**src/rtl/domain_tdm_arbiter_if.sv**
```systemverilog
// ---------------------------------------------------------------------------
// domain_tdm_arbiter_if
//   Bundle of the request/grant and schedule signals between the two security
//   domains and the time-division arbiter in front of the shared resource.
//
//   Signals
//     req0/req1   domain request levels (driven by the requesters)
//     gnt0/gnt1   per-domain grants, at most one op per cycle
//     sel         current slot owner (0/1)
//     dead        high during the idle/drain phase after each slot
//     slot_left   cycles remaining in the current phase minus 1
//     gcnt0/gcnt1 saturating per-domain grant counters
//     scrub       resource clear strobe (constant 0 unless TDM_SCRUB_EN)
//
//   Modports
//     slave  : arbiter side (consumes requests, produces schedule/grants)
//     master : requester/resource side
// ---------------------------------------------------------------------------
interface domain_tdm_arbiter_if #(
  parameter int CNT_W = 4
) ();
  logic             req0;
  logic             req1;
  logic             gnt0;
  logic             gnt1;
  logic             sel;
  logic             dead;
  logic [CNT_W-1:0] slot_left;
  logic [7:0]       gcnt0;
  logic [7:0]       gcnt1;
  logic             scrub;

  modport slave (
    input  req0, req1,
    output gnt0, gnt1, sel, dead, slot_left, gcnt0, gcnt1, scrub
  );

  modport master (
    output req0, req1,
    input  gnt0, gnt1, sel, dead, slot_left, gcnt0, gcnt1, scrub
  );
endinterface

```
**src/rtl/domain_tdm_arbiter.sv**
```systemverilog
// ---------------------------------------------------------------------------
// domain_tdm_arbiter
//   Time-division arbiter sharing one resource between security domain 0 and
//   domain 1. The slot schedule is fixed and never looks at the requests, so
//   the schedule outputs leak nothing about either domain, and each domain's
//   grant/count outputs depend only on its own request plus the schedule.
//
//   Schedule: SLOT0 (SLOT_LEN) -> DEAD0 (DEAD_LEN) -> SLOT1 (SLOT_LEN)
//             -> DEAD1 (DEAD_LEN) -> SLOT0 ...   DEAD phases skipped when
//             DEAD_LEN == 0.
//
//   Parameters
//     SLOT_LEN  cycles per domain slot (>= 1)
//     DEAD_LEN  idle cycles after each slot (>= 0)
//     CNT_W     phase counter width, 2**CNT_W >= max(SLOT_LEN, DEAD_LEN)
//
//   Ports
//     clk    clock
//     rst_n  asynchronous active-low reset
//     bus    domain_tdm_arbiter_if.slave (req0/1 in; gnt0/1, sel, dead,
//            slot_left, gcnt0/1, scrub out)
//
//   Build option
//     TDM_SCRUB_EN  when defined, scrub is high in every dead-phase cycle
//                   (or in the last cycle of each slot when DEAD_LEN == 0);
//                   when undefined, scrub is tied low.
//
//   All outputs are flops. Each one is loaded with the value it must show in
//   the coming cycle, computed from the next state and next pending bits, so
//   there is no combinational path from req* to any output.
// ---------------------------------------------------------------------------
module domain_tdm_arbiter #(
  parameter int SLOT_LEN = 4,
  parameter int DEAD_LEN = 1,
  parameter int CNT_W    = 4
) (
  input  logic                 clk,
  input  logic                 rst_n,
  domain_tdm_arbiter_if.slave  bus
);

  typedef enum logic [1:0] {
    ST_SLOT0 = 2'd0,
    ST_DEAD0 = 2'd1,
    ST_SLOT1 = 2'd2,
    ST_DEAD1 = 2'd3
  } state_e;

  localparam logic [CNT_W-1:0] SLOT_LAST = CNT_W'(SLOT_LEN - 1);
  localparam logic [CNT_W-1:0] DEAD_LAST = CNT_W'((DEAD_LEN > 0) ? (DEAD_LEN - 1) : 0);
  localparam logic [CNT_W-1:0] CNT_ONE   = CNT_W'(1);
  localparam logic [CNT_W-1:0] CNT_ZERO  = CNT_W'(0);
  localparam logic             HAS_DEAD  = (DEAD_LEN > 0) ? 1'b1 : 1'b0;

  // Grant counters stick at 255 instead of wrapping.
  function automatic logic [7:0] sat_inc(input logic [7:0] val, input logic en);
    logic [7:0] res;
    if (en && (val != 8'hFF)) begin
      res = val + 8'd1;
    end else begin
      res = val;
    end
    return res;
  endfunction

  state_e           state_q, state_d;
  logic [CNT_W-1:0] slot_left_q, slot_left_d;
  logic             pend0_q, pend0_d;
  logic             pend1_q, pend1_d;
  logic             gnt0_q, gnt0_d;
  logic             gnt1_q, gnt1_d;
  logic             sel_q, sel_d;
  logic             dead_q, dead_d;
  logic [7:0]       gcnt0_q, gcnt0_d;
  logic [7:0]       gcnt1_q, gcnt1_d;

  // Schedule sequencer: phase advance purely on the phase counter.
  always_comb begin
    state_d     = state_q;
    slot_left_d = slot_left_q;
    if (slot_left_q == CNT_ZERO) begin
      case (state_q)
        ST_SLOT0: begin
          if (HAS_DEAD) begin
            state_d     = ST_DEAD0;
            slot_left_d = DEAD_LAST;
          end else begin
            state_d     = ST_SLOT1;
            slot_left_d = SLOT_LAST;
          end
        end
        ST_DEAD0: begin
          state_d     = ST_SLOT1;
          slot_left_d = SLOT_LAST;
        end
        ST_SLOT1: begin
          if (HAS_DEAD) begin
            state_d     = ST_DEAD1;
            slot_left_d = DEAD_LAST;
          end else begin
            state_d     = ST_SLOT0;
            slot_left_d = SLOT_LAST;
          end
        end
        ST_DEAD1: begin
          state_d     = ST_SLOT0;
          slot_left_d = SLOT_LAST;
        end
        default: begin
          state_d     = ST_SLOT0;
          slot_left_d = SLOT_LAST;
        end
      endcase
    end else begin
      slot_left_d = slot_left_q - CNT_ONE;
    end
  end

  // Per-domain pending/grant/count paths; domain i only sees req_i and state.
  always_comb begin
    // A request arriving in the same cycle as a grant is a new request and
    // stays pending.
    pend0_d = bus.req0 | (pend0_q & ~gnt0_q);
    pend1_d = bus.req1 | (pend1_q & ~gnt1_q);
    gnt0_d  = (state_d == ST_SLOT0) & pend0_d;
    gnt1_d  = (state_d == ST_SLOT1) & pend1_d;
    gcnt0_d = sat_inc(gcnt0_q, gnt0_q);
    gcnt1_d = sat_inc(gcnt1_q, gnt1_q);
    sel_d   = (state_d == ST_SLOT1) || (state_d == ST_DEAD1);
    dead_d  = (state_d == ST_DEAD0) || (state_d == ST_DEAD1);
  end

  // State, pending and output registers.
  always_ff @(posedge clk or negedge rst_n) begin
    if (!rst_n) begin
      state_q     <= ST_SLOT0;
      slot_left_q <= SLOT_LAST;
      pend0_q     <= 1'b0;
      pend1_q     <= 1'b0;
      gnt0_q      <= 1'b0;
      gnt1_q      <= 1'b0;
      sel_q       <= 1'b0;
      dead_q      <= 1'b0;
      gcnt0_q     <= 8'd0;
      gcnt1_q     <= 8'd0;
    end else begin
      state_q     <= state_d;
      slot_left_q <= slot_left_d;
      pend0_q     <= pend0_d;
      pend1_q     <= pend1_d;
      gnt0_q      <= gnt0_d;
      gnt1_q      <= gnt1_d;
      sel_q       <= sel_d;
      dead_q      <= dead_d;
      gcnt0_q     <= gcnt0_d;
      gcnt1_q     <= gcnt1_d;
    end
  end

`ifdef TDM_SCRUB_EN
  logic scrub_q, scrub_d;

  // Scrub strobe: follows dead, or marks the final slot cycle when there is
  // no dead phase to clear the resource in.
  always_comb begin
    scrub_d = 1'b0;
    if (HAS_DEAD) begin
      scrub_d = dead_d;
    end else begin
      scrub_d = ((state_d == ST_SLOT0) || (state_d == ST_SLOT1)) && (slot_left_d == CNT_ZERO);
    end
  end

  // Scrub register.
  always_ff @(posedge clk or negedge rst_n) begin
    if (!rst_n) begin
      scrub_q <= 1'b0;
    end else begin
      scrub_q <= scrub_d;
    end
  end

  assign bus.scrub = scrub_q;
`else
  assign bus.scrub = 1'b0;
`endif

  assign bus.gnt0      = gnt0_q;
  assign bus.gnt1      = gnt1_q;
  assign bus.sel       = sel_q;
  assign bus.dead      = dead_q;
  assign bus.slot_left = slot_left_q;
  assign bus.gcnt0     = gcnt0_q;
  assign bus.gcnt1     = gcnt1_q;

endmodule

```
**src/flat_wrapper.sv**
```systemverilog
// flat-port wrapper written by rule: the top's interface ports become plain ports
module domain_tdm_arbiter_flat 
#(
  parameter int SLOT_LEN = 4,
  parameter int DEAD_LEN = 1,
  parameter int CNT_W    = 4
)
  (clk, rst_n, bus_req0, bus_req1, bus_gnt0, bus_gnt1, bus_sel, bus_dead, bus_slot_left, bus_gcnt0, bus_gcnt1, bus_scrub);
  domain_tdm_arbiter_if #(.CNT_W(CNT_W)) bus_i ();
  input  logic clk;
  input  logic rst_n;
  input wire logic [$bits(bus_i.req0)-1:0] bus_req0;
  input wire logic [$bits(bus_i.req1)-1:0] bus_req1;
  output wire logic [$bits(bus_i.gnt0)-1:0] bus_gnt0;
  output wire logic [$bits(bus_i.gnt1)-1:0] bus_gnt1;
  output wire logic [$bits(bus_i.sel)-1:0] bus_sel;
  output wire logic [$bits(bus_i.dead)-1:0] bus_dead;
  output wire logic [$bits(bus_i.slot_left)-1:0] bus_slot_left;
  output wire logic [$bits(bus_i.gcnt0)-1:0] bus_gcnt0;
  output wire logic [$bits(bus_i.gcnt1)-1:0] bus_gcnt1;
  output wire logic [$bits(bus_i.scrub)-1:0] bus_scrub;
  assign bus_i.req0 = bus_req0;
  assign bus_i.req1 = bus_req1;
  assign bus_gnt0 = bus_i.gnt0;
  assign bus_gnt1 = bus_i.gnt1;
  assign bus_sel = bus_i.sel;
  assign bus_dead = bus_i.dead;
  assign bus_slot_left = bus_i.slot_left;
  assign bus_gcnt0 = bus_i.gcnt0;
  assign bus_gcnt1 = bus_i.gcnt1;
  assign bus_scrub = bus_i.scrub;
  domain_tdm_arbiter #(.SLOT_LEN(SLOT_LEN), .DEAD_LEN(DEAD_LEN), .CNT_W(CNT_W)) u_core (.clk(clk), .rst_n(rst_n), .bus(bus_i));
endmodule
```
**config.mk**
```make
export PLATFORM = sky130hd
export DESIGN_NAME = domain_tdm_arbiter_flat
export DESIGN_NICKNAME = d
export VERILOG_FILES = /design/src/rtl/domain_tdm_arbiter_if.sv /design/src/rtl/domain_tdm_arbiter.sv /design/src/flat_wrapper.sv
export SDC_FILE = /design/constraint.sdc
export NUM_CORES = 1
export LEC_CHECK = 0
export BUFFER_PORTS_ARGS = -buffer_cell sky130_fd_sc_hd__buf_2
export CAP_MARGIN = 5
export CORE_ASPECT_RATIO = 0.75
export CORE_MARGIN = 5
export CORE_UTILIZATION = 47
export DETAILED_ROUTE_END_ITERATION = 10
export PLACE_DENSITY_LB_ADDON = 0.2
export SLEW_MARGIN = 10
export SYNTH_ARGS = -nofsm -noshare
export SYNTH_HDL_FRONTEND = slang
export SYNTH_SLANG_ARGS = --single-unit
```
**constraint.sdc**
```tcl
create_clock -name clk -period 2.2 [get_ports clk]
set_input_delay 0.55 -clock clk [delete_from_list [all_inputs] [get_ports clk]]
set_output_delay 0.55 -clock clk [all_outputs]
set_load 0.02 [all_outputs]
```
# Yosys cells after proc, flatten, opt, wreduce, memory -nomap -nowiden
# Cells that the tools add are included.
# word_totals
reg_bits,28
wordCells,42
input_bits,4
# op_classes
n_eq_ne,8
bitwise,8
n_reduce_logical,9
n_mux,4
add_sub_neg,3
# ops
cell,count
8-bit by 1-bit adder with 8-bit output (second input constant),2
8-bit inequality test (second input constant),2
2-bit == test (second input constant),4
2-bit one-hot mux with 4 select lines,1
4-bit one-hot mux with 2 select lines,1
1-bit AND,4
2-bit by 1-bit == test with 1-bit output (second input constant),2
2-bit zero test,2
4-bit zero test,1
4-bit 2-to-1 mux,1
2-bit OR reduction,2
4-bit by 1-bit subtractor with 4-bit output (second input constant),1
1-bit logical AND,2
1-bit logical OR,2
2-bit 2-to-1 mux,1
1-bit inverter,2
1-bit OR,2

# Logic depth before layout (Yosys ltp)
# Gate-level depths: netlist of run 1.
# depth
word_depth,5
depth_mapped,6
mapped_depth_nobuf,5

# Worst setup path before layout of run 1
# Ideal clock, no wire load.
# synth_path
path_type,register -> register
from,"register u_core.slot_left_q[0], in the netlist u_core.bus.slot_left[0]"
to,"register u_core.gnt1_q, in the netlist u_core.bus.gnt1"
arrival_ns,1.596
stages_incl_launch_ff,7
t_required_ns,2.080
path_slack_ns,0.484
synth_period_minus_slack_ns,1.716
setup_time_ns,0.120
cell_sequence,dfstp_2 -> inv_1 -> ha_1 -> or3b_1 -> buf_6 -> mux2_4 -> and3b_1
# synth_between
elab_chain_cells,4
# synth_lines
element,line,rtl
"start, declared",domain_tdm_arbiter.sv:67,"logic [CNT_W-1:0] slot_left_q, slot_left_d;"
"start signal, assigned",domain_tdm_arbiter.sv:148,slot_left_q <= slot_left_d;
4-bit zero test,domain_tdm_arbiter.sv:81,if (slot_left_q == CNT_ZERO) begin
2-bit 2-to-1 mux,domain_tdm_arbiter.sv:81,
net u_core.state_d[1],domain_tdm_arbiter.sv:66,"state_e state_q, state_d;"
2-bit == test,domain_tdm_arbiter.sv:126,gnt1_d = (state_d == ST_SLOT1) & pend1_d;
1-bit AND,domain_tdm_arbiter.sv:126,
net u_core.gnt1_d,domain_tdm_arbiter.sv:71,"logic gnt1_q, gnt1_d;"
"end signal, assigned",domain_tdm_arbiter.sv:152,gnt1_q <= gnt1_d;
"end, declared",domain_tdm_arbiter.sv:71,
# The timed path passes the listed nets, and every way through them passes these cells.
# A chain may end at the register's enable or synchronous reset.

# Worst setup path in the final report of run 1
# Same ends and word-level chain as after synthesis.

==> parameters.txt, run 1 <==
Parameter                              Value

Run status
  Outcome    finished, final reports clean

Global route
  Wire length of the first global-routing pass    4.18 mm
  Overflow after GRT    0
  GR Util All Layers    12.9%
  Pin count of the biggest net entering global routing    28
  Antenna violations before repair    0
  Vias in the first global route    960

Logic synthesis
  Cells after synthesis    117
  Area fraction of the dominant cell type after synthesis    47.7%
  EDFF count, synth    0
  Mapped Area    1310 um2
  Count of cell types in the netlist    37
  Ys async rst share    100%
  Synthesis-stage register bit count    27
  Top post-synthesis cells by count    25 x sky130_fd_sc_hd__dfrtp_1, 11 x sky130_fd_sc_hd__a21oi_1, 8 x sky130_fd_sc_hd__inv_1, 8 x sky130_fd_sc_hd__nand2_1
  Dominant cell type by area after synthesis    sky130_fd_sc_hd__dfrtp_1
  Synthesized area divided by synthesized cell count    11.2 um2
  Most common cell in the synthesized netlist    sky130_fd_sc_hd__dfrtp_1
  Net count after synthesis    128
  Proportion of synthesized chip area in sequential cells    51.7%
  Top cells by area, synth    sky130_fd_sc_hd__dfrtp_1 48%, sky130_fd_sc_hd__ha_1 6.7%, sky130_fd_sc_hd__mux2_2 6.0%
  Primary FF master, synth    sky130_fd_sc_hd__dfrtp_1
  Total of warnings raised by yosys    0

Floorplan
  Std-Cell Core Area    2640 um2
  Initial core utilization    49.6%
  Chip Width    71.0 um
  Die H    55.7 um
  Die area    3960 um2
  IO Pins    29
  Standard-cell rows    16

STA
  Max-slew headroom at the worst pin    60.6%
  Final cycle utilization of the critical path    79.9%
  Unrepaired setup endpoints after global routing    false
  Setup Skew    3.26 ps
  Worst Max-Slew Pin Slew    591 ps
  Max frequency    569 MHz
  Setup Viol. Count Final    0
  Final Critical Period    1760 ps
  Setup TNS    0 ps
  Total count of max-transition violations in the final report    0
  Hold Fails Final Rpt    0

Setup path
  Destination of the critical timing path    u_core.bus.gnt1
  Sequence of cells on the critical path    inv_1 > ha_1 > or3b_1 > mux2_4 > and3b_1
  RR Endpoint    u_core.bus.gnt1
  Highest-delay cell along the critical path    sky130_fd_sc_hd__dfstp_2
  Startpoint of the most critical setup path    u_core.bus.slot_left[0]
  CP endpoint kind    flop
  Worst Path Class, Setup    flop to flop
  Max stage delay on crit path    550 ps
  Critical path arrival    1920 ps
  Data required, critical path    2360 ps
  Biggest fanout along the worst timing path    6
  Kind of launch point of the worst setup path    flop
  R2R Setup Slk    440 ps
  Reg2Reg Launch Point    u_core.bus.slot_left[0]
  Cell depth of the worst flop-to-flop path    5

CTS
  Cells resized by post-CTS repair    0
  Clock-pin slew reported for the worst setup and hold paths after clock tree synthesis    90 ps
  Num CTS Buffers    3
  CTS root buf    sky130_fd_sc_hd__clkbuf_8
  TritonCTS sink count    27
  Clock tree from TritonCTS    yes
  Clock H-tree levels    1
  Later-pin clock latency in the skew report    270 ps
  Hold buffer count at CTS    0
  Buffer depth of the longest clock path    2
  Number of post-CTS setup repair buffers    0

Placement
  Half-perimeter wire length of the detailed placement result    1.77 mm
  Final estimated routing congestion in global placement    0.781
  I/O Buffers    27
  Total instance count after detailed placement    177

Routing
  Routed wire length per instance    12.9 um
  Routed WL    2.34 mm
  Vias per Instance    5.29
  Number of iterations in the first detailed-routing pass    4
  Antenna violation net count after detailed routing    0
  DRC Markers    0
  Vias    957
  First DRT Iteration DRCs    28

Layout
  Nets@finish    157
  Total area of sequential cells    678 um2
  Area taken by multi-input logic gates    581 um2
  Area growth from synthesis to final layout    15.6%
  Number of antenna repair diodes    0
  End-of-flow core utilization    57.3%
  Final non-filler cell total    181
  FILL cells    254
  Fraction of layout instances using a drive strength above 1    30.3%

Flow run
  Max_cap viols    0

Power and ir drop
  Worst vdd ir    543 uV
  Power, Total    1.54 mW
  Leakage power of the design    0.758 nW
  Power density over the cells    1010 nW/um2

Worst hold path
  Worst min-delay path class    input port to asynchronous set/reset pin
-- metrics by stage --
step | cell area [um2] | hold slack, ps | setup slack (ps)
2_1_floorplan | 1310 | 254 | 484
3_3_place_gp | 1470 | 459 | 501
3_5_place_dp | 1470 | 467 | 452
4_1_cts | 1520 | 295 | 436
5_1_grt | 1520 | 330 | 345
6_report | 1520 | 281 | 443
-- registers in the layout (all words and copies together) (netlist names) --
name                  flops
u_core.pend1_q            1
u_core.bus.slot_left      4
u_core.bus.sel            1
u_core.pend0_q            1
u_core.bus.dead           1
u_core.bus.gnt1           1
u_core.bus.gnt0           1
u_core.bus.gcnt1          8
u_core.bus.gcnt0          8
u_core.state_q            1
-- how the worst min path moves through the flow --
stage	end	slack, ps	depth (start not counted)	start
finish	u_core.bus.sel	280	1	rst_n
CTS	u_core.bus.sel	290	1	rst_n
global route	u_core.bus.sel	330	1	rst_n
detailed placement	u_core.pend1_q	470	1	u_core.pend1_q
floorplan	u_core.bus.dead	250	0	rst_n
global placement	u_core.pend0_q	460	1	u_core.pend0_q
-- critical path, delay by kind of cell (launching register included) --
family        cells  cell delay [ps]
fa+ha+maj         1              220
buf+inv           1               50
flops             1              550
mux               1              350
simple gates      2              490
-- logic make-up (layout without fill, tap and decap cells) --
| group | count (synthesis) | in the layout | synth area share, % |
|---|---|---|---|
| xor gates and xnor gates | 3 | 3 | 2.00 |
| adders and majority gates | 7 | 7 | 6.68 |
| and+or+nand+nor | 37 | 37 | 15.6 |
| other | 1 | 1 | 0.286 |
| AOI/OAI and AO/OA | 21 | 21 | 10.8 |
| buffers and inverters | 11 | 39 | 4.01 |
| muxes | 10 | 10 | 8.97 |
| DFF | 27 | 27 | 51.7 |
-- cells in the final DEF (no fill, tap or decap), types with 2 or more instances in the layout --
cell type,n
sky130_fd_sc_hd__buf_2,27
sky130_fd_sc_hd__dfrtp_1,25
sky130_fd_sc_hd__a21oi_1,11
sky130_fd_sc_hd__inv_1,8
sky130_fd_sc_hd__nand2_1,8
sky130_fd_sc_hd__mux2_2,7
sky130_fd_sc_hd__ha_1,7
sky130_fd_sc_hd__nand3_1,6
sky130_fd_sc_hd__nor2_1,5
sky130_fd_sc_hd__nor3_1,3
sky130_fd_sc_hd__a21o_1,3
sky130_fd_sc_hd__clkbuf_8,3
sky130_fd_sc_hd__or3_1,2
sky130_fd_sc_hd__xnor2_1,2
sky130_fd_sc_hd__nand2b_1,2
sky130_fd_sc_hd__nand4_1,2
sky130_fd_sc_hd__and4_1,2
sky130_fd_sc_hd__and2_1,2
sky130_fd_sc_hd__dfstp_2,2
-- metal layers --
layer	GRT usage (%)	wire length, um	up-vias
met2	22.6	1160	21
met1	15.1	1040	461
met4	2.95	27	0
met3	4.51	109	4
met5	0	0	-
li1	-	-	471
-- power by group --
group / internal, mW / total, mW / switching, mW / leakage (nW)
Combinational: 0.194 / 0.514 / 0.320 / 0.397
Sequential: 0.608 / 0.750 / 0.142 / 0.335
Clock: 0.127 / 0.272 / 0.145 / 0.0255
Total: 0.928 / 1.54 / 0.607 / 0.758
-- final cells by class --
type,count,share of cell area (%)
clock buffers,3,2.73
clock inverters,1,0.330
inverters,8,1.98
multi-input cells,79,38.3
flip-flops and latches,27,44.8
well taps,36,2.97
repair buffers,27,8.92
Note: power is estimated with default switching activity, not from simulation.
==> run 2: changes to the inputs <==
ABC_AREA = 1   (was unset)
clock period = 1.65 ns   (was 2.2 ns; I/O delays follow)
==> run 2 against run 1 <==
  * Non-clock buffer count unchanged
  * Synthesized cell count rose by 50%
  * Sequential share of layout area fell by 3.3 points
  * Setup slack worse by 300 ps
  * Combinational power barely moved
  * First-iteration DRC count up 25%
  * Via count increased by 24%
  * Register-to-register slack got worse by 210 ps
  * Hold slack got worse by 140 ps
  * Critical endpoint is now bus_gnt1
  * Highest routed layer unchanged
==> parameters.txt, run 2 <==
Parameter                              Value

Placement
  Minimum setup slack after placement    247 ps (-205 ps)
  I/O Buffers    27 (unchanged)
  Placed Instance Area    1590 um2 (+8.1%)
  Half-perimeter wire length of the detailed placement result    2.03 mm (+15%)
  Final estimated routing congestion in global placement    0.759 (-2.8%)

STA
  Setup Skew    7.10 ps (+3.84 ps)
  Setup TNS    0 ps (unchanged)
  Setup Viol. Count Final    0 (unchanged)
  Least setup slack across all paths after layout    139 ps (-304 ps)
  Final Critical Period    1510 ps
  Unrepaired setup endpoints after global routing    false
  Total count of max-transition violations in the final report    0 (unchanged)
  Max frequency    662 MHz
  Worst Max-Slew Pin Slew    605 ps (+13.8 ps)
  Max-slew headroom at the worst pin    59.7% (-0.92 points)
  Final cycle utilization of the critical path    91.6%
  Hold Fails Final Rpt    0 (unchanged)

Layout
  Nets@finish    215 (+37%)
  Area growth from synthesis to final layout    14.5%
  Fraction of layout instances using a drive strength above 1    21.2% (-9.2 points)
  Cell area after layout    1630 um2 (+7.8%)
  FILL cells    276 (+8.7%)
  Highest-count cells in the layout ignoring fill and taps    53 x sky130_fd_sc_hd__nand2_1, 27 x sky130_fd_sc_hd__buf_2, 25 x sky130_fd_sc_hd__dfrtp_1
  Number of antenna repair diodes    0 (unchanged)
  Most common cell after layout, fill and taps aside    sky130_fd_sc_hd__nand2_1

Routing
  Vias per Instance    4.91 (-7.2%)
  First DRT Iteration DRCs    35 (+25%)
  Number of iterations in the first detailed-routing pass    4 (unchanged)
  Routed WL    2.70 mm (+15%)
  DRC Markers    0 (unchanged)
  Vias    1183 (+24%)
  Antenna violation net count after detailed routing    0 (unchanged)
  Routed wire length per instance    11.2 um (-13%)

Logic synthesis
  Count of cell types in the netlist    23 (-38%)
  EDFF count, synth    0 (unchanged)
  Proportion of synthesized chip area in sequential cells    47.5% (-4.2 points)
  Synthesis-stage register bit count    27 (unchanged)
  Mapped Area    1430 um2 (+8.9%)
  Primary FF master, synth    sky130_fd_sc_hd__dfrtp_1
  Area fraction of the dominant cell type after synthesis    43.8% (-3.9 points)
  Ys async rst share    100% (unchanged)
  Synthesized area divided by synthesized cell count    8.16 um2 (-27%)
  Dominant cell type by area after synthesis    sky130_fd_sc_hd__dfrtp_1
  Net count after synthesis    186 (+45%)
  Total of warnings raised by yosys    0 (unchanged)
  Top post-synthesis cells by count    53 x sky130_fd_sc_hd__nand2_1, 25 x sky130_fd_sc_hd__dfrtp_1, 23 x sky130_fd_sc_hd__inv_1
  Cells after synthesis    175 (+50%)
  Most common cell in the synthesized netlist    sky130_fd_sc_hd__nand2_1
  Top cells by area, synth    sky130_fd_sc_hd__dfrtp_1 44%, sky130_fd_sc_hd__nand2_1 14%, sky130_fd_sc_hd__ha_1 6.1%

CTS
  Num CTS Buffers    3 (unchanged)
  Clock H-tree levels    1 (unchanged)
  Hold buffer count at CTS    0 (unchanged)
  Cells resized by post-CTS repair    0 (unchanged)
  Later-pin clock latency in the skew report    270 ps (about the same)
  Clock-pin slew reported for the worst setup and hold paths after clock tree synthesis    90 ps (about the same)
  Number of post-CTS setup repair buffers    0 (unchanged)
  Clock tree from TritonCTS    yes
  CTS root buf    sky130_fd_sc_hd__clkbuf_8
  TritonCTS sink count    27 (unchanged)
  Buffer depth of the longest clock path    2 (unchanged)

Setup path
  Max stage delay on crit path    580 ps (+30 ps)
  Critical path arrival    1100 ps (-820 ps)
  CP endpoint kind    output pin
  Reg2Reg Launch Point    u_core.bus.slot_left[0]
  RR Endpoint    u_core.bus.gnt1
  Cell depth of the worst flop-to-flop path    8 (+3)
  Worst Path Class, Setup    flop to output pin
  Biggest fanout along the worst timing path    10 (+4)
  Data required, critical path    1240 ps (-1120 ps)
  Sequence of cells on the critical path    buf_2
  R2R Setup Slk    230 ps (-210 ps)
  Highest-delay cell along the critical path    sky130_fd_sc_hd__dfrtp_1
  Critical path buffer and inverter count    1 (unchanged)
  Kind of launch point of the worst setup path    flop
  Top cell family by delay on the critical path    flip-flops

Global route
  GR Util All Layers    14.4% (+1.5 points)
  Wire length of the first global-routing pass    4.91 mm (+17%)
  Antenna violations before repair    0 (unchanged)
  Pin count of the biggest net entering global routing    28 (unchanged)
  Overflow after GRT    0 (unchanged)
  Vias in the first global route    1198 (+25%)

Power and ir drop
  Share of power burned in the clock network    20.4% (+2.7 points)
  Net switching component of the power    687 uW (+13%)
  Power share of the sequential group    51.1% (+2.3 points)
  Internal cell power    1.12 mW (+21%)
  Switching portion of total power    37.9% (-1.6 points)
  Leakage power of the design    0.898 nW (+19%)
  Proportion of power drawn by combinational gates    28.5% (-5.0 points)
  Power density over the cells    1110 nW/um2 (+9.4%)
  Worst vdd ir    735 uV (+35%)

Floorplan
  Die area    4250 um2 (+7.4%)
  Chip Width    73.6 um (+3.7%)
  Standard-cell rows    17 (+1)
  IO Pins    29 (unchanged)
  Std-Cell Core Area    2940 um2 (+11%)
  Die H    57.7 um (+3.6%)
  Initial core utilization    48.6% (-0.99 points)

Flow run
  Max_cap viols    0 (unchanged)

Run status
  Outcome    finished, final reports clean

Worst hold path
  Worst min-delay path class    input port to asynchronous set/reset pin
[run 2: kinds of logic after synthesis]
group                      Yosys count  synth area share (%)
AOI/OAI and AO/OA                   14                  5.43
xor gates and xnor gates             2                  1.23
adders and majority gates            7                  6.13
buffers and inverters               26                  7.62
DFF                                 27                  47.5
other                                1                 0.263
and+or+nand+nor                     98                  31.8
[run 2: metal layers]
layer,vias up,part of all wire (%),GRT usage [%]
li1,610,-,-
met1,547,49,18.6
met2,22,46,23.2
met3,4,4.7,4.16
met4,0,0.78,4.65
met5,-,0,0
[run 2: layout make-up]
type	count	area [um2]	area share, %
flip-flops and latches	27	678	41.5
multi-input cells	122	641	39.2
repair buffers	27	135	8.27
inverters	23	86.3	5.28
well taps	38	47.5	2.91
clock buffers	3	41.3	2.53
clock inverters	1	5.00	0.306
[run 2: worst max path at each step]
stage                                  from              end  slack, ps  cells after the start
floorplan           u_core.bus.slot_left[0]  u_core.bus.gnt1        280                      8
CTS                         u_core.bus.gnt1         bus_gnt1        120                      1
global route                u_core.bus.gnt1         bus_gnt1         80                      1
finish                      u_core.bus.gnt1         bus_gnt1        140                      1
detailed placement  u_core.bus.slot_left[0]  u_core.bus.gnt1        250                      8
global placement    u_core.bus.slot_left[0]  u_core.bus.gnt0        300                      6
[run 2: stage by stage]
step | std cells | power [mW] | hold WS [ps] | util [%]
final | 241 | 1.81 | 138 | 55.7
after global routing | 241 | 1.95 | 189 | 55.7
after CTS | 241 | 1.84 | 159 | 55.7
after detailed placement | 237 | 1.46 | 463 | 54.1
after global placement | 237 | 1.45 | 456 | 54.1
after floorplan | 175 | 1.29 | 117 | -
[run 2: power groups by stage]
| stage | combinational, mW | clock (mW) | sequential [mW] |
|---|---|---|---|
| global placement | 0.513 | 0 | 0.932 |
| detailed placement | 0.524 | 0 | 0.935 |
| global route | 0.589 | 0.412 | 0.949 |
| finish | 0.516 | 0.370 | 0.926 |
| floorplan | 0.275 | 0 | 1.01 |
| CTS | 0.525 | 0.388 | 0.923 |
==> run 3: changes to the inputs <==
clock period = 1.53 ns   (was 1.65 ns; I/O delays follow)
==> run 3 against run 2 <==
  * Global-route usage grew 0.53 points
  * Combinational power grew 9.3%
  * Largest cell class unchanged
  * Flip-flop and latch count is the same
  * Sequential power grew 9%
  * Critical path type unchanged
  * Critical path depth is the same
==> parameters.txt, run 3 (same netlist as run 2, synthesis figures left out) <==
Parameter                              Value

Run status
  Outcome    finished, final reports clean

Routing
  Number of iterations in the first detailed-routing pass    4 (unchanged)
  First DRT Iteration DRCs    65 (+86%)
  Routed WL    2.81 mm (+4.2%)
  DRC Markers    0 (unchanged)
  Antenna violation net count after detailed routing    0 (unchanged)
  Vias per Instance    4.90 (-0.16%)
  Routed wire length per instance    11.6 um (+3.8%)
  Vias    1186 (+0.25%)

STA
  Max-slew headroom at the worst pin    59.5% (-0.19 points)
  Max frequency    696 MHz
  Final Critical Period    1440 ps
  Setup Skew    9.12 ps (+2.02 ps)
  Setup TNS    0 ps (unchanged)
  Hold Fails Final Rpt    0 (unchanged)
  Worst Max-Slew Pin Slew    608 ps (+2.90 ps)
  Unrepaired setup endpoints after global routing    false
  Hold slack final    104 ps (-34.1 ps)
  Setup Viol. Count Final    0 (unchanged)
  Total count of max-transition violations in the final report    0 (unchanged)
  Final cycle utilization of the critical path    93.9%

Setup path
  Sequence of cells on the critical path    buf_2
  Top cell family by delay on the critical path    flip-flops
  Max stage delay on crit path    550 ps (-30 ps)
  Biggest fanout along the worst timing path    10 (unchanged)
  Highest-delay cell along the critical path    sky130_fd_sc_hd__dfrtp_1
  Data required, critical path    1150 ps (-90 ps)
  Critical path arrival    1050 ps (-50 ps)
  CP endpoint kind    output pin
  Worst Path Class, Setup    flop to output pin
  Critical path buffer and inverter count    1 (unchanged)
  Kind of launch point of the worst setup path    flop

Placement
  Final estimated routing congestion in global placement    0.767 (+1.0%)
  I/O Buffers    27 (unchanged)
  Half-perimeter wire length of the detailed placement result    2.11 mm (+4.0%)

CTS
  Later-pin clock latency in the skew report    270 ps (about the same)
  TritonCTS sink count    27 (unchanged)
  Number of post-CTS setup repair buffers    0 (unchanged)
  CTS root buf    sky130_fd_sc_hd__clkbuf_8
  Clock-pin slew reported for the worst setup and hold paths after clock tree synthesis    100 ps (about the same)
  Hold buffer count at CTS    0 (unchanged)
  Clock H-tree levels    1 (unchanged)
  Cells resized by post-CTS repair    0 (unchanged)
  Clock tree from TritonCTS    yes
  Num CTS Buffers    3 (unchanged)
  Buffer depth of the longest clock path    2 (unchanged)

Layout
  Highest-count cells in the layout ignoring fill and taps    53 x sky130_fd_sc_hd__nand2_1, 27 x sky130_fd_sc_hd__buf_2, 24 x sky130_fd_sc_hd__dfrtp_1
  Nets@finish    216 (+0.47%)
  End-of-flow core utilization    56.1% (+0.38 points)
  FILL cells    265 (-4.0%)
  Fraction of layout instances using a drive strength above 1    22.1% (+0.88 points)
  Most common cell after layout, fill and taps aside    sky130_fd_sc_hd__nand2_1
  Area growth from synthesis to final layout    15.2%
  Number of antenna repair diodes    0 (unchanged)

Power and ir drop
  Leakage power of the design    0.898 nW (about the same)
  Power, Total    1.98 mW (+9.4%)
  Worst vdd ir    738 uV (+0.49%)
  Power density over the cells    1200 nW/um2 (+8.7%)

Floorplan
  IO Pins    29 (unchanged)
  Standard-cell rows    17 (unchanged)
  Chip Width    73.6 um (unchanged)
  Die area    4250 um2 (unchanged)
  Std-Cell Core Area    2940 um2 (unchanged)
  Die H    57.7 um (unchanged)
  Initial core utilization    48.6% (unchanged)

Worst hold path
  Worst min-delay path class    input port to asynchronous set/reset pin

Global route
  Vias in the first global route    1198 (unchanged)
  GR Util All Layers    14.9% (+0.53 points)
  Pin count of the biggest net entering global routing    28 (unchanged)
  Antenna violations before repair    0 (unchanged)
  Overflow after GRT    0 (unchanged)
  Wire length of the first global-routing pass    5.04 mm (+2.7%)

Flow run
  Max_cap viols    0 (unchanged)
[run 3: changes by cell type in the layout (fill, tap and decap cells not counted)]
| cell | previous run | this run |
|---|---|---|
| sky130_fd_sc_hd__dfrtp_2 | 0 | 1 |
| sky130_fd_sc_hd__dfrtp_1 | 25 | 24 |
| sky130_fd_sc_hd__buf_4 | 0 | 1 |
| sky130_fd_sc_hd__clkinvlp_4 | 0 | 1 |
| sky130_fd_sc_hd__clkinv_2 | 1 | 0 |
[run 3: power by group]
group	leakage, nW	switching (mW)	internal [mW]
clock	0.0217	0.227	0.185
combinational	0.534	0.346	0.217
sequential	0.342	0.185	0.821
total	0.898	0.758	1.22
[run 3: per-layer routing]
| metal | GRT usage (%) | share of wire [%] | vias up |
|---|---|---|---|
| met1 | 18.6 | 47 | 554 |
| met2 | 25.0 | 47 | 21 |
| met4 | 4.39 | 0.61 | 0 |
| met5 | 0 | 0 | - |
| li1 | - | - | 609 |
| met3 | 4.51 | 5.4 | 2 |
[run 3: per-stage QoR]
stage | setup slack [ps] | instances | instance area (um2)
final | 93.0 | 242 | 1650
after global routing | 3.65 | 242 | 1650
after CTS | 29.7 | 242 | 1640
after detailed placement | 141 | 238 | 1600
after global placement | 204 | 238 | 1600
after floorplan | 159 | 175 | 1430
[run 3: area by class of cell]
type | instances | area [um2] | share of cell area, %
sequential | 27 | 679 | 41.3
inverter | 23 | 86.3 | 5.25
clock buffer | 3 | 41.3 | 2.51
clock inverter | 1 | 7.51 | 0.456
timing repair buffer | 28 | 143 | 8.67
tap | 38 | 47.5 | 2.89
multi-input combinational | 122 | 641 | 38.9
[run 3: worst paths after layout]
path / from / endpoint / slack, ps / depth (start not counted)
hold / removal: rst_n / u_core.pend1_q / 100 / 1
setup reg to reg: u_core.bus.slot_left[0] / u_core.bus.gnt1 / 130 / 8
setup / recovery: u_core.bus.gcnt1[2] / bus_gcnt1[2] / 90 / 1
max in group asynchronous: rst_n / u_core.bus.gnt1 / 1000 / 1
hold reg to reg: u_core.pend0_q / u_core.pend0_q / 500 / 1
min in group clk: bus_req0 / u_core.pend0_q / 330 / 2
